File: src/rtl/fifo_flop_queue_if.sv
// Handshake bundle for fifo_flop_queue: write data/request, read request,
// and the head word plus status flags coming back from the queue.
interface fifo_flop_queue_if #(
    parameter int bits = 32
);
    logic [bits-1:0] Din;
    logic            push;
    logic            pop;
    logic [bits-1:0] Dout;
    logic            full;
    logic            pndng;

    // Producer/consumer side: drives requests, observes head and flags
    modport master (
        output Din, push, pop,
        input  Dout, full, pndng
    );

    // Queue side: accepts requests, presents head and flags
    modport slave (
        input  Din, push, pop,
        output Dout, full, pndng
    );
endinterface

File: src/rtl/fifo_flop_queue.sv
// Single-clock flop-based FIFO with first-word fall-through.
// Storage is a bank of flops; the head word is mux-selected by the read
// pointer and forced to zero while the queue is empty.
module fifo_flop_queue #(
    parameter int bits  = 32,
    parameter int depth = 16
) (
    input  logic             clk,
    input  logic             rst,
    fifo_flop_queue_if.slave bus
);
    localparam int          AW      = $clog2(depth);
    localparam logic [AW:0] DEPTH_C = (AW+1)'(depth);

    // Occupancy; one bit wider than the pointers so "full" is distinguishable
    logic [AW:0]     count;
    logic [AW-1:0]   wr_ptr_reg;
    logic [AW-1:0]   rd_ptr_reg;
    logic [bits-1:0] mem_reg [depth];

    logic full_int;
    logic pndng_int;
    logic pop_ok;
    logic push_ok;

    // Flags come only from the registered count, so no request-to-output path
    assign full_int  = (count == DEPTH_C);
    assign pndng_int = (count != '0);

    // A pop frees the head slot this cycle, which lets a push land even when full
    assign pop_ok  = bus.pop && pndng_int;
    assign push_ok = bus.push && (!full_int || pop_ok);

    assign bus.full  = full_int;
    assign bus.pndng = pndng_int;
    assign bus.Dout  = pndng_int ? mem_reg[rd_ptr_reg] : '0;

    // Storage bank: clear everything on reset, otherwise write the tail slot
    always_ff @(posedge clk) begin
        if (rst) begin
            for (int i = 0; i < depth; i++) begin
                mem_reg[i] <= '0;
            end
        end else if (push_ok) begin
            mem_reg[wr_ptr_reg] <= bus.Din;
        end
    end

    // Pointers and occupancy; pointers wrap naturally since depth is a power of two
    always_ff @(posedge clk) begin
        if (rst) begin
            count      <= '0;
            wr_ptr_reg <= '0;
            rd_ptr_reg <= '0;
        end else begin
            if (push_ok) begin
                wr_ptr_reg <= wr_ptr_reg + 1'b1;
            end
            if (pop_ok) begin
                rd_ptr_reg <= rd_ptr_reg + 1'b1;
            end
            case ({push_ok, pop_ok})
                2'b10:   count <= count + 1'b1;
                2'b01:   count <= count - 1'b1;
                default: count <= count;
            endcase
        end
    end
endmodule

File: src/flat_wrapper.sv
// flat-port wrapper written by rule: the top's interface ports become plain ports
module fifo_flop_queue_flat 
#(
    parameter int bits  = 32,
    parameter int depth = 16
)
  (clk, rst, bus_Din, bus_push, bus_pop, bus_Dout, bus_full, bus_pndng);
  fifo_flop_queue_if #(.bits(bits)) bus_i ();
  input  logic clk;
  input  logic rst;
  input wire logic [$bits(bus_i.Din)-1:0] bus_Din;
  input wire logic [$bits(bus_i.push)-1:0] bus_push;
  input wire logic [$bits(bus_i.pop)-1:0] bus_pop;
  output wire logic [$bits(bus_i.Dout)-1:0] bus_Dout;
  output wire logic [$bits(bus_i.full)-1:0] bus_full;
  output wire logic [$bits(bus_i.pndng)-1:0] bus_pndng;
  assign bus_i.Din = bus_Din;
  assign bus_i.push = bus_push;
  assign bus_i.pop = bus_pop;
  assign bus_Dout = bus_i.Dout;
  assign bus_full = bus_i.full;
  assign bus_pndng = bus_i.pndng;
  fifo_flop_queue #(.bits(bits), .depth(depth)) u_core (.clk(clk), .rst(rst), .bus(bus_i));
endmodule
File: config.mk
export PLATFORM = sky130hd
export DESIGN_NAME = fifo_flop_queue_flat
export DESIGN_NICKNAME = d
export VERILOG_FILES = /design/src/rtl/fifo_flop_queue_if.sv /design/src/rtl/fifo_flop_queue.sv /design/src/flat_wrapper.sv
export SDC_FILE = /design/constraint.sdc
export NUM_CORES = 1
export LEC_CHECK = 0
export ABC_CLOCK_PERIOD_IN_PS = 5950
export CAP_MARGIN = 25
export CORE_ASPECT_RATIO = 0.7
export CORE_MARGIN = 3
export CORE_UTILIZATION = 55
export CTS_BUF_LIST = sky130_fd_sc_hd__clkbuf_2
export CTS_CLUSTER_DIAMETER = 40
export DETAILED_ROUTE_END_ITERATION = 10
export PLACE_DENSITY_LB_ADDON = 0.05
export SLEW_MARGIN = 15
export SYNTH_ARGS = -nofsm -noshare
export SYNTH_HDL_FRONTEND = slang
export SYNTH_SLANG_ARGS = --single-unit
File: constraint.sdc
create_clock -name clk -period 5.95 [get_ports clk]
set_input_delay 1.19 -clock clk [delete_from_list [all_inputs] [get_ports clk]]
set_output_delay 1.19 -clock clk [all_outputs]
set_load 0.05 [all_outputs]
==> flow_metrics.py <==
metrics = {
    "detailed_routing": {
        "drt-total-wl_um": 60800,
        "routed_via_density": 5.83,
        "drc": 0,
        "drt_iter0_markers": 1394,
        "wl_per_cell_um": 26.3,
        "vias": 13459,
        "antenna_left": 0,
        "drtPass1Iterations": 5,
    },
    "sta": {
        "hold_violations": 0,
        "fmax_ghz": 0.182,
        "rsz0062_at_grt": "no",
        "max_slew_margin": 0.292,
        "tightest_slew_ps": 1060,
        "period_share": 0.922,
        "setup_viol": 0,
        "tns_ps": 0,
        "setup_ws_ps": 462,
        "hold_ws_ps": 559,
        "finClkSkew_ps": 42.6,
        "final_max_slew_viol_count": 0,
        "final.min_clock_period_ps": 5490,
    },
    "cts": {
        "post_cts.repair.setup_buffers": 0,
        "numCtsBuffers": 130,
        "ctsHoldBuffers": 0,
        "clock_path_buffers": 3,
        "clock_sinks": 529,
        "ctsResizeCount": 0,
        "htreeDepth": 4,
        "clk_pin_slew_ps": 100,
        "cts_tree": "built",
        "cts_root_buf": "clkbuf_2",
        "clk_latency_ps": 1050,
    },
    "setup_path": {
        "required_ps": 4760,
        "end_kind": "output pin",
        "path_cells": "or4_4 > o21ai_4 > buf_4 > nor2b_1 > a221o_1 > clkdlybuf4s50_1",
        "cpPeakStageDelay_ps": 720,
        "crit_cells": 6,
        "critical-path-top-delay-family": "buffers and inverters",
        "r2r_cells": 5,
        "crit_fanout": 17,
        "arrival_ps": 4300,
        "critPathKind": "flop to output pin",
        "crit_slowest_cell": "clkdlybuf4s50_1",
        "crit_buf_inv": 2,
        "critPathLaunchType": "flop",
    },
    "synth": {
        "ys_types": 40,
        "ys_seq_area_frac": 0.654,
        "syn_avg_cell_area_um2": 15.8,
        "ys_warn_count": 0,
        "synth_ff_type": "edfxtp_1",
        "synth_edf_count": 512,
        "syn-instance-count": 1517,
        "netlist_area_um2": 24000,
        "synthesis.nets": 1562,
        "async_flop_share": 0,
        "ys_seq_elements": 529,
    },
    "placement": {
        "gp_congestion": 0.760,
        "post-place-ws_ps": 1530,
        "port_buffers": 69,
        "dp_hpwl_um": 33200,
    },
    "floorplanning": {
        "dieArea_um2": 46300,
        "coreArea_um2": 42700,
        "start_util": 0.562,
        "rows": 63,
        "fp.dieH_um": 181,
        "io_pins": 70,
        "die_w_um": 256,
    },
    "grt": {
        "antenna_found_initial": 2,
        "first_global_vias": 14264,
        "grt_overflow_total": 0,
        "track_usage": 0.271,
        "grt_first_pass_wirelength_um": 91400,
        "grt_start_max_net_pins": 81,
    },
    "final_layout": {
        "layout_common_cells": "and2_1 (513), edfxtp_1 (512), clkbuf_2 (189), mux4_2 (128), clkdlybuf4s50_1 (69)",
        "final_common_cell": "and2_1",
        "finalNetCount": 1682,
        "final_layout_size_suffix_gt1_frac": 0.264,
        "syn2layout_area_growth_pct": 11.4,
        "post-route-util": 0.627,
        "largest_register_ffs": 512,
    },
    "power_and_ir_drop": {
        "p_leak_nw": 9.73,
        "power_density_nw_per_um2": 347,
        "ir_drop_mv": 0.303,
    },
    "worst_hold_path": {
        "min_path_cells": 2,
        "worstHoldPathType": "flop to flop",
    },
    "job": {
        "maxCapViolations": 0,
    },
    "status": {
        "status": "finished, final reports clean",
    },
}
## final cells by class
cell class,instances,area (um^2)
tap,585,732
clock inverter,25,230
timing repair buffer,117,1130
clock buffer,189,946
antenna,5,12.5
inverter,5,18.8
fill,3223,15900
sequential,529,15700
multi-input combinational,854,7980
## cell usage after synthesis (all sizes together) (5+ instances only)
| master | number | area, um^2 |
|---|---|---|
| o21ai | 18 | 97.6 |
| xor2 | 5 | 43.8 |
| nor2b | 36 | 225 |
| a221o | 32 | 320 |
| mux4 | 128 | 2880 |
| nand3 | 6 | 30.0 |
| nor3 | 9 | 45.0 |
| nor2 | 25 | 96.4 |
| inv | 5 | 18.8 |
| edfxtp | 512 | 15400 |
| buf | 30 | 154 |
| mux2 | 33 | 372 |
| and2 | 513 | 3210 |
| clkbuf | 99 | 372 |
| a21oi | 5 | 25.0 |
| ha | 8 | 100 |
| dfxtp | 17 | 340 |
## report_power, final
group          internal [mW]  switching, mW  total, mW
Clock                   1.05           1.43       2.48
Sequential              4.26          0.132       4.39
Combinational           1.00           1.41       2.42
Total                   6.31           2.97       9.28
## logic make-up (layout without fill, tap and decap cells)
| group | Yosys count | count (layout) | synth area share |
|---|---|---|---|
| buffers and inverters | 134 | 336 | 0.0226 |
| AOI/OAI and AO/OA | 68 | 68 | 0.0246 |
| and+or+nand+nor | 606 | 606 | 0.155 |
| adders and majority gates | 9 | 9 | 0.00500 |
| DFF | 529 | 529 | 0.654 |
| other | 0 | 5 | 0 |
| muxes | 165 | 165 | 0.137 |
| xor gates and xnor gates | 6 | 6 | 0.00219 |
## path summary, 6_finish.rpt
check                     endpoint       startpoint  slack, ps
max                   bus_Dout[22]  u_core.count[0]        460
min                u_core.count[3]  u_core.count[3]        560
max reg2reg  u_core.mem_reg[14][1]  u_core.count[4]       2920
min reg2reg        u_core.count[3]  u_core.count[3]        560
## worst reg2reg max path, delay by kind of cell, from the launching register on
| family | cells | cell delay (ps) |
|---|---|---|
| AND/OR/NAND/NOR | 3 | 1540 |
| buffers and inverters | 1 | 440 |
| AO/OA/AOI/OAI | 1 | 400 |
| flip-flops | 1 | 480 |
## metrics by stage
stage               cells  power, mW  instance area, um^2
finish               2309       9.28                26800
CTS                  2301       9.37                26700
global route         2305       9.70                26800
detailed placement   2087       6.91                25500
floorplan            1517       6.15                24000
global placement     2085       6.89                25500
## per-layer routing
| metal | wire, um | part of all wire | vias to the layer above | GRT usage |
|---|---|---|---|---|
| met5 | 20 | 0.00033 | - | 0 |
| met4 | 1100 | 0.018 | 2 | 0.0795 |
| met3 | 4980 | 0.082 | 85 | 0.0689 |
| met2 | 26700 | 0.44 | 581 | 0.386 |
| met1 | 28000 | 0.46 | 6883 | 0.415 |
| li1 | - | - | 5908 | - |
Power figures use the tool's default switching activity.
